## config.mk

```make
export PLATFORM = sky130hd
export DESIGN_NAME = alarm_ctrl
export DESIGN_NICKNAME = d
export VERILOG_FILES = /design/src/rtl/alarm_ctrl.sv
export SDC_FILE = /design/constraint.sdc
export NUM_CORES = 1
export LEC_CHECK = 0
export ABC_AREA = 1
export CORE_MARGIN = 3
export CORE_UTILIZATION = 40
export CTS_BUF_LIST = sky130_fd_sc_hd__clkbuf_8 sky130_fd_sc_hd__clkbuf_16
export DETAILED_ROUTE_END_ITERATION = 7
export GPL_TIMING_DRIVEN = 0
export PLACE_DENSITY_LB_ADDON = 0.1
export SLEW_MARGIN = 20
export SYNTH_ARGS = -nofsm -noshare
export SYNTH_HDL_FRONTEND = slang
export SYNTH_SLANG_ARGS = --single-unit
```

## constraint.sdc

```tcl
create_clock -name clk -period 1.4 [get_ports clk]
set_clock_uncertainty 0.05 [all_clocks]
set_input_delay 0.21 -clock clk [delete_from_list [all_inputs] [get_ports clk]]
set_output_delay 0.21 -clock clk [all_outputs]
set_load 0.02 [all_outputs]
```

## src/rtl/alarm_ctrl.sv

```systemverilog
// Alarm controller: stores a BCD alarm time, rings on the rising edge of a time match,
// supports stop/arm/snooze buttons and a ring timeout. Snooze exists only with ALARM_SNOOZE_EN.
module alarm_ctrl #(
   parameter int unsigned SNOOZE_MIN       = 5,
   parameter int unsigned RING_TIMEOUT_SEC = 60
) (
   input  logic       clk,
   input  logic       rst,
   input  logic       sec_tick,
   input  logic [3:0] hourdec_now,
   input  logic [3:0] hourone_now,
   input  logic [3:0] mindec_now,
   input  logic [3:0] minone_now,
   input  logic [3:0] hourdec_set,
   input  logic [3:0] hourone_set,
   input  logic [3:0] mindec_set,
   input  logic [3:0] minone_set,
   input  logic       set_en,
   input  logic       arm_btn,
   input  logic       snooze_btn,
   input  logic       stop_btn,
   output logic [3:0] hourdec_alm,
   output logic [3:0] hourone_alm,
   output logic [3:0] mindec_alm,
   output logic [3:0] minone_alm,
   output logic       armed,
   output logic       ringing,
   output logic       snoozing,
   output logic       buzzer
);

   typedef enum logic [1:0] {StIdle, StArmed, StRinging, StSnooze} state_e;

   localparam int unsigned RingW = $clog2(RING_TIMEOUT_SEC + 1);
   localparam logic [RingW-1:0] RingLast = RingW'(RING_TIMEOUT_SEC - 1);

   state_e            state_q, state_d;
   logic [15:0]       alm_q, alm_d;
   logic [RingW-1:0]  ring_cnt_q, ring_cnt_d;
   logic              match, match_q;
   logic              set_ok;
   logic              armed_q, ringing_q, buzzer_q;

`ifdef ALARM_SNOOZE_EN
   localparam int unsigned SnzLoad = SNOOZE_MIN * 60;
   localparam int unsigned SnzW    = $clog2(SnzLoad + 1);
   logic [SnzW-1:0]   snz_cnt_q, snz_cnt_d;
   logic              snoozing_q;
   assign snoozing = snoozing_q;
`else
   logic              unused_snooze;
   assign unused_snooze = snooze_btn ^ (SNOOZE_MIN == 0);
   assign snoozing      = 1'b0;
`endif

   assign match = ({hourdec_now, hourone_now, mindec_now, minone_now} == alm_q);

   // Hour must be 00..23, minutes 00..59, every digit a legal BCD digit.
   assign set_ok = ((hourdec_set < 4'd2) || ((hourdec_set == 4'd2) && (hourone_set <= 4'd3)))
                   && (hourone_set <= 4'd9) && (mindec_set <= 4'd5) && (minone_set <= 4'd9);

   always_comb begin
      state_d    = state_q;
      alm_d      = alm_q;
      ring_cnt_d = ring_cnt_q;
`ifdef ALARM_SNOOZE_EN
      snz_cnt_d  = snz_cnt_q;
`endif
      if (set_en && set_ok && ((state_q == StIdle) || (state_q == StArmed))) begin
         alm_d = {hourdec_set, hourone_set, mindec_set, minone_set};
      end
      case (state_q)
         StIdle: begin
            if (arm_btn) state_d = StArmed;
         end
         StArmed: begin
            if (arm_btn) begin
               state_d = StIdle;
            end else if (match && !match_q) begin
               state_d    = StRinging;
               ring_cnt_d = '0;
            end
         end
         StRinging: begin
            if (stop_btn) begin
               state_d = StArmed;
            end else if (arm_btn) begin
               state_d = StIdle;
`ifdef ALARM_SNOOZE_EN
            end else if (snooze_btn) begin
               state_d   = StSnooze;
               snz_cnt_d = SnzW'(SnzLoad);
`endif
            end else if (sec_tick) begin
               ring_cnt_d = ring_cnt_q + RingW'(1);
               if (ring_cnt_q == RingLast) state_d = StArmed;
            end
         end
`ifdef ALARM_SNOOZE_EN
         StSnooze: begin
            if (stop_btn) begin
               state_d = StArmed;
            end else if (arm_btn) begin
               state_d = StIdle;
            end else if (sec_tick) begin
               if (snz_cnt_q <= SnzW'(1)) begin
                  state_d    = StRinging;
                  snz_cnt_d  = '0;
                  ring_cnt_d = '0;
               end else begin
                  snz_cnt_d = snz_cnt_q - SnzW'(1);
               end
            end
         end
`endif
         default: state_d = StIdle;
      endcase
   end

   always_ff @(posedge clk) begin
      if (rst) begin
         state_q    <= StIdle;
         alm_q      <= '0;
         ring_cnt_q <= '0;
         match_q    <= 1'b1;
         armed_q    <= 1'b0;
         ringing_q  <= 1'b0;
         buzzer_q   <= 1'b0;
`ifdef ALARM_SNOOZE_EN
         snz_cnt_q  <= '0;
         snoozing_q <= 1'b0;
`endif
      end else begin
         state_q    <= state_d;
         alm_q      <= alm_d;
         ring_cnt_q <= ring_cnt_d;
         match_q    <= match;
         armed_q    <= (state_d != StIdle);
         ringing_q  <= (state_d == StRinging);
         // Even ring seconds sound, odd ones are silent.
         buzzer_q   <= (state_d == StRinging) && !ring_cnt_d[0];
`ifdef ALARM_SNOOZE_EN
         snz_cnt_q  <= snz_cnt_d;
         snoozing_q <= (state_d == StSnooze);
`endif
      end
   end

   assign {hourdec_alm, hourone_alm, mindec_alm, minone_alm} = alm_q;
   assign armed   = armed_q;
   assign ringing = ringing_q;
   assign buzzer  = buzzer_q;

endmodule
```

==> metrics.txt <==
number of CTS-inserted buffers=3; type of the setup path with the least slack=flip-flop to flip-flop; failing checks=setup timing; vias in the first global route=approximately 1,700; final wirelength=4.36 mm; mux contribution to synthesized area=0%; Synth Register Bits=28; mean number of vias per cell=approximately 4.7; number of antenna diodes=0; global-route wire length before repair=7.29 mm; final weighted congestion in routability-driven placement=0.876; register-to-register path setup slack=-0.15 ns; fraction of power consumed by combinational cells=22.5%; portion of total power attributed to sequential cells=51.0%; part of the cycle the worst path needs=111%; area occupied by multi-input gates=0.00105 sq mm; capture instance of the worst register-to-register path=alm_q[4]; number of placed cells counting well taps=367; simple-gate portion of the synthesized area=a little over a third; full die area=around 0.005 sq mm; number of iterations in the first detailed-routing pass=4; top achievable clock speed=644 MHz; number of nets at the end of the flow=379; synthesized area divided by synthesized cell count=around 6.3 sq um; sort of element at the start of the critical path=flip-flop; data required time at the worst endpoint=1.52 ns; setup repair after global routing missed its margin=true; fill cell count=339; internal power=0.00120 W; result of the run=finished with violations; sink count of the clock tree=28; synthesized instance count=264; share of synthesized area occupied by flip-flops and latches=33.8%; Max-Slew Margin vs Limit=65.9%; parity-gate share of the synthesized area counting xor and xnor cells=2.64%; top library cells by usage in the layout, fill and taps aside=57 x nand2_1, 47 x nor2_1, 36 x inv_1; standard-cell rows=22; Antenna Nets Post-Route=0; H-tree depth reported by CTS=1; Post-Synth Adder-Cell Area=3.77%; worst reg2reg path depth=9; post-route worst setup slack=-0.153 ns; cell area after technology mapping=roughly 0.0017 sq mm; cell at the root of the clock tree=clkbuf_8; count of boundary I/O pins=59; die width=between 70 and 80 um; Hold Buf Count CTS=0; worst-path fanout max=6; post-detailed-route DRC marker count=0; number of unique standard cell types used by synthesis=26; pin slew with the least headroom to its limit=0.511 ns; Worst Hold Depth=3; post-synthesis compound-gate area fraction=12.2%; Arrival @ worst endpoint=1.67 ns; combined flip-flop and latch cell area=589 sq um; reg-to-reg startpoint=state_q[1]; Min Hold Slack=0.294 ns; Hold Path Origin=hourdec_set[0]; Clock Path Buffers=2; number of port buffers=55; vertical extent of the die=approximately 70 um; WHS Endpoint=alm_q[12]; Synthesis Warnings=0; worst ir drop on vdd=0.686 mV; global-route usage over all layers=17.8%; sw frac=27.0%; final setup TNS=-2.80 ns; standby leakage power=approximately 1.3 nW; placeable core region=0.00383 sq mm; most common cell after layout, fill and taps aside=nand2_1; CTS tree=yes; count of endpoints failing setup in the final report=27; Max-cap violations=0; combinational family with the most area after synthesis=simple AND/OR/NAND/NOR gates; initial standard-cell utilization of the core=43.4%; CP endpoint kind=flip-flop; fin crit period=1.55 ns; Worst-path clk slew=0.09 ns; number of nets produced by synthesis=~310; layout cell share with drive strength beyond 1=24.3%; share of total power in the clock network=26.5%; post-DP HPWL=3.14 mm; power density cells=633 mW/mm^2; detailed router's first-iteration violation count=80; type of the worst min-delay path=input port to flip-flop; power spent charging and discharging nets=0.000443 W; post-layout power=0.00164 W; drt wl/cell=around 11 um; count of pins over their slew limit=0; synthesis-to-layout area growth=55.9%; Vias=between 1,500 and 2,000; clock network latency to the later pin of the worst-skew pair=0.27 ns; final-report hold violation count=0; overflow left after global routing=0; pin count of the biggest net entering global routing=16; antenna violations before repair=0; non-filler cells in the finished layout=382
## worst max path at each step
stage | start | end | slack (ns) | cells after the start
after floorplan | state_q[0] | alm_q[10] | -0.007 | 8
after global placement | hourone_set[2] | alm_q[4] | -0.47 | 7
after detailed placement | hourone_set[2] | alm_q[4] | -0.47 | 7
after CTS | alm_q[5] | ring_cnt_q[2] | -0.10 | 10
after global routing | alm_q[1] | ring_cnt_q[4] | -0.26 | 11
final | state_q[1] | alm_q[4] | -0.15 | 9
## worst max-delay path, cell delays in order, from the launching register on
cell     delay, ns
dfxtp_4       0.37
inv_4         0.08
buf_12        0.10
ha_4          0.14
nor2_4        0.03
nor3_2        0.14
nand2_2       0.18
buf_8         0.18
o21ai_2       0.13
a21oi_2       0.04
## registers in the layout, summed over array words and instances, names as in the netlist
name / count
ring_cnt_q: 6
armed: 1
ringing: 1
state_q: 2
buzzer: 1
alm_q: 16
match_q: 1
## Yosys cell counts
library cell / count / area [sq um]
inv_1: 39 / 146
nand2_1: 62 / 233
nor2_4: 2 / 22.5
a21oi_2: 1 / 8.76
conb_1: 1 / 3.75
nor3_1: 4 / 20.0
inv_2: 4 / 15.0
nand3_1: 8 / 40.0
or2_1: 1 / 6.26
nand3_4: 1 / 17.5
clkbuf_1: 3 / 11.3
o31a_1: 1 / 8.76
nand3_2: 1 / 10.0
nand2_4: 2 / 22.5
o21ai_0: 22 / 110
o21ai_1: 1 / 5.00
a21oi_1: 14 / 70.1
xor2_1: 5 / 43.8
buf_2: 1 / 5.00
dfxtp_1: 28 / 561
nand4_1: 5 / 31.3
clkinv_1: 1 / 3.75
buf_4: 1 / 7.51
nand3b_1: 1 / 7.51
nor2_1: 50 / 188
ha_1: 5 / 62.6
## timing repair
action	in CTS	in global routing
pin swaps	20	5
resized for setup	74	24
buffers inserted	8	1
cloned	2	0
setup endpoints to repair	45	27
endpoints found under the hold margin	0	0
## power groups by stage
stage | clock, W | combinational, W | sequential (W)
floorplan | 0 | 0.000157 | 0.000859
global placement | 0 | 0.000315 | 0.000856
detailed placement | 0 | 0.000316 | 0.000856
CTS | 0.000449 | 0.000349 | 0.000836
global route | 0.000486 | 0.000411 | 0.000840
finish | 0.000435 | 0.000369 | 0.000836
## logic make-up (layout without fill, tap and decap cells)
kind of cell,Yosys count,after routing
AO/OA/AOI/OAI,39,39
adder cells (fa/ha/maj),5,5
AND/OR/NAND/NOR,137,137
buffers and inverters,49,119
other,1,1
flip-flops,28,28
XOR/XNOR,5,5
## metal layers
| metal | global-route usage (%) | share of wire, % |
|---|---|---|
| met5 | 0 | 0 |
| met1 | 22.7 | 45 |
| met2 | 30.8 | 49 |
| met3 | 3.45 | 5.0 |
| met4 | 4.04 | 0.94 |
## metrics by stage
step / worst slack, ns / cell area (sq um) / utilization [%]
after floorplan: -0.00713 / 1720 / -
after global placement: -0.475 / 2330 / 60.8
after detailed placement: -0.467 / 2330 / 60.8
after CTS: -0.100 / 2520 / 65.8
after global routing: -0.261 / 2590 / 67.7
final: -0.153 / 2590 / 67.7
## cell type report
type | count | area share, %
Multi-Input combinational cell | 187 | 40.5
Timing Repair Buffer | 66 | 24.4
Sequential cell | 28 | 22.8
Inverter | 44 | 6.72
Tap cell | 48 | 2.32
Buffer | 5 | 1.64
Clock buffer | 3 | 1.59
Clock inverter | 1 | 0.145
(Power assumes the default switching activity.)
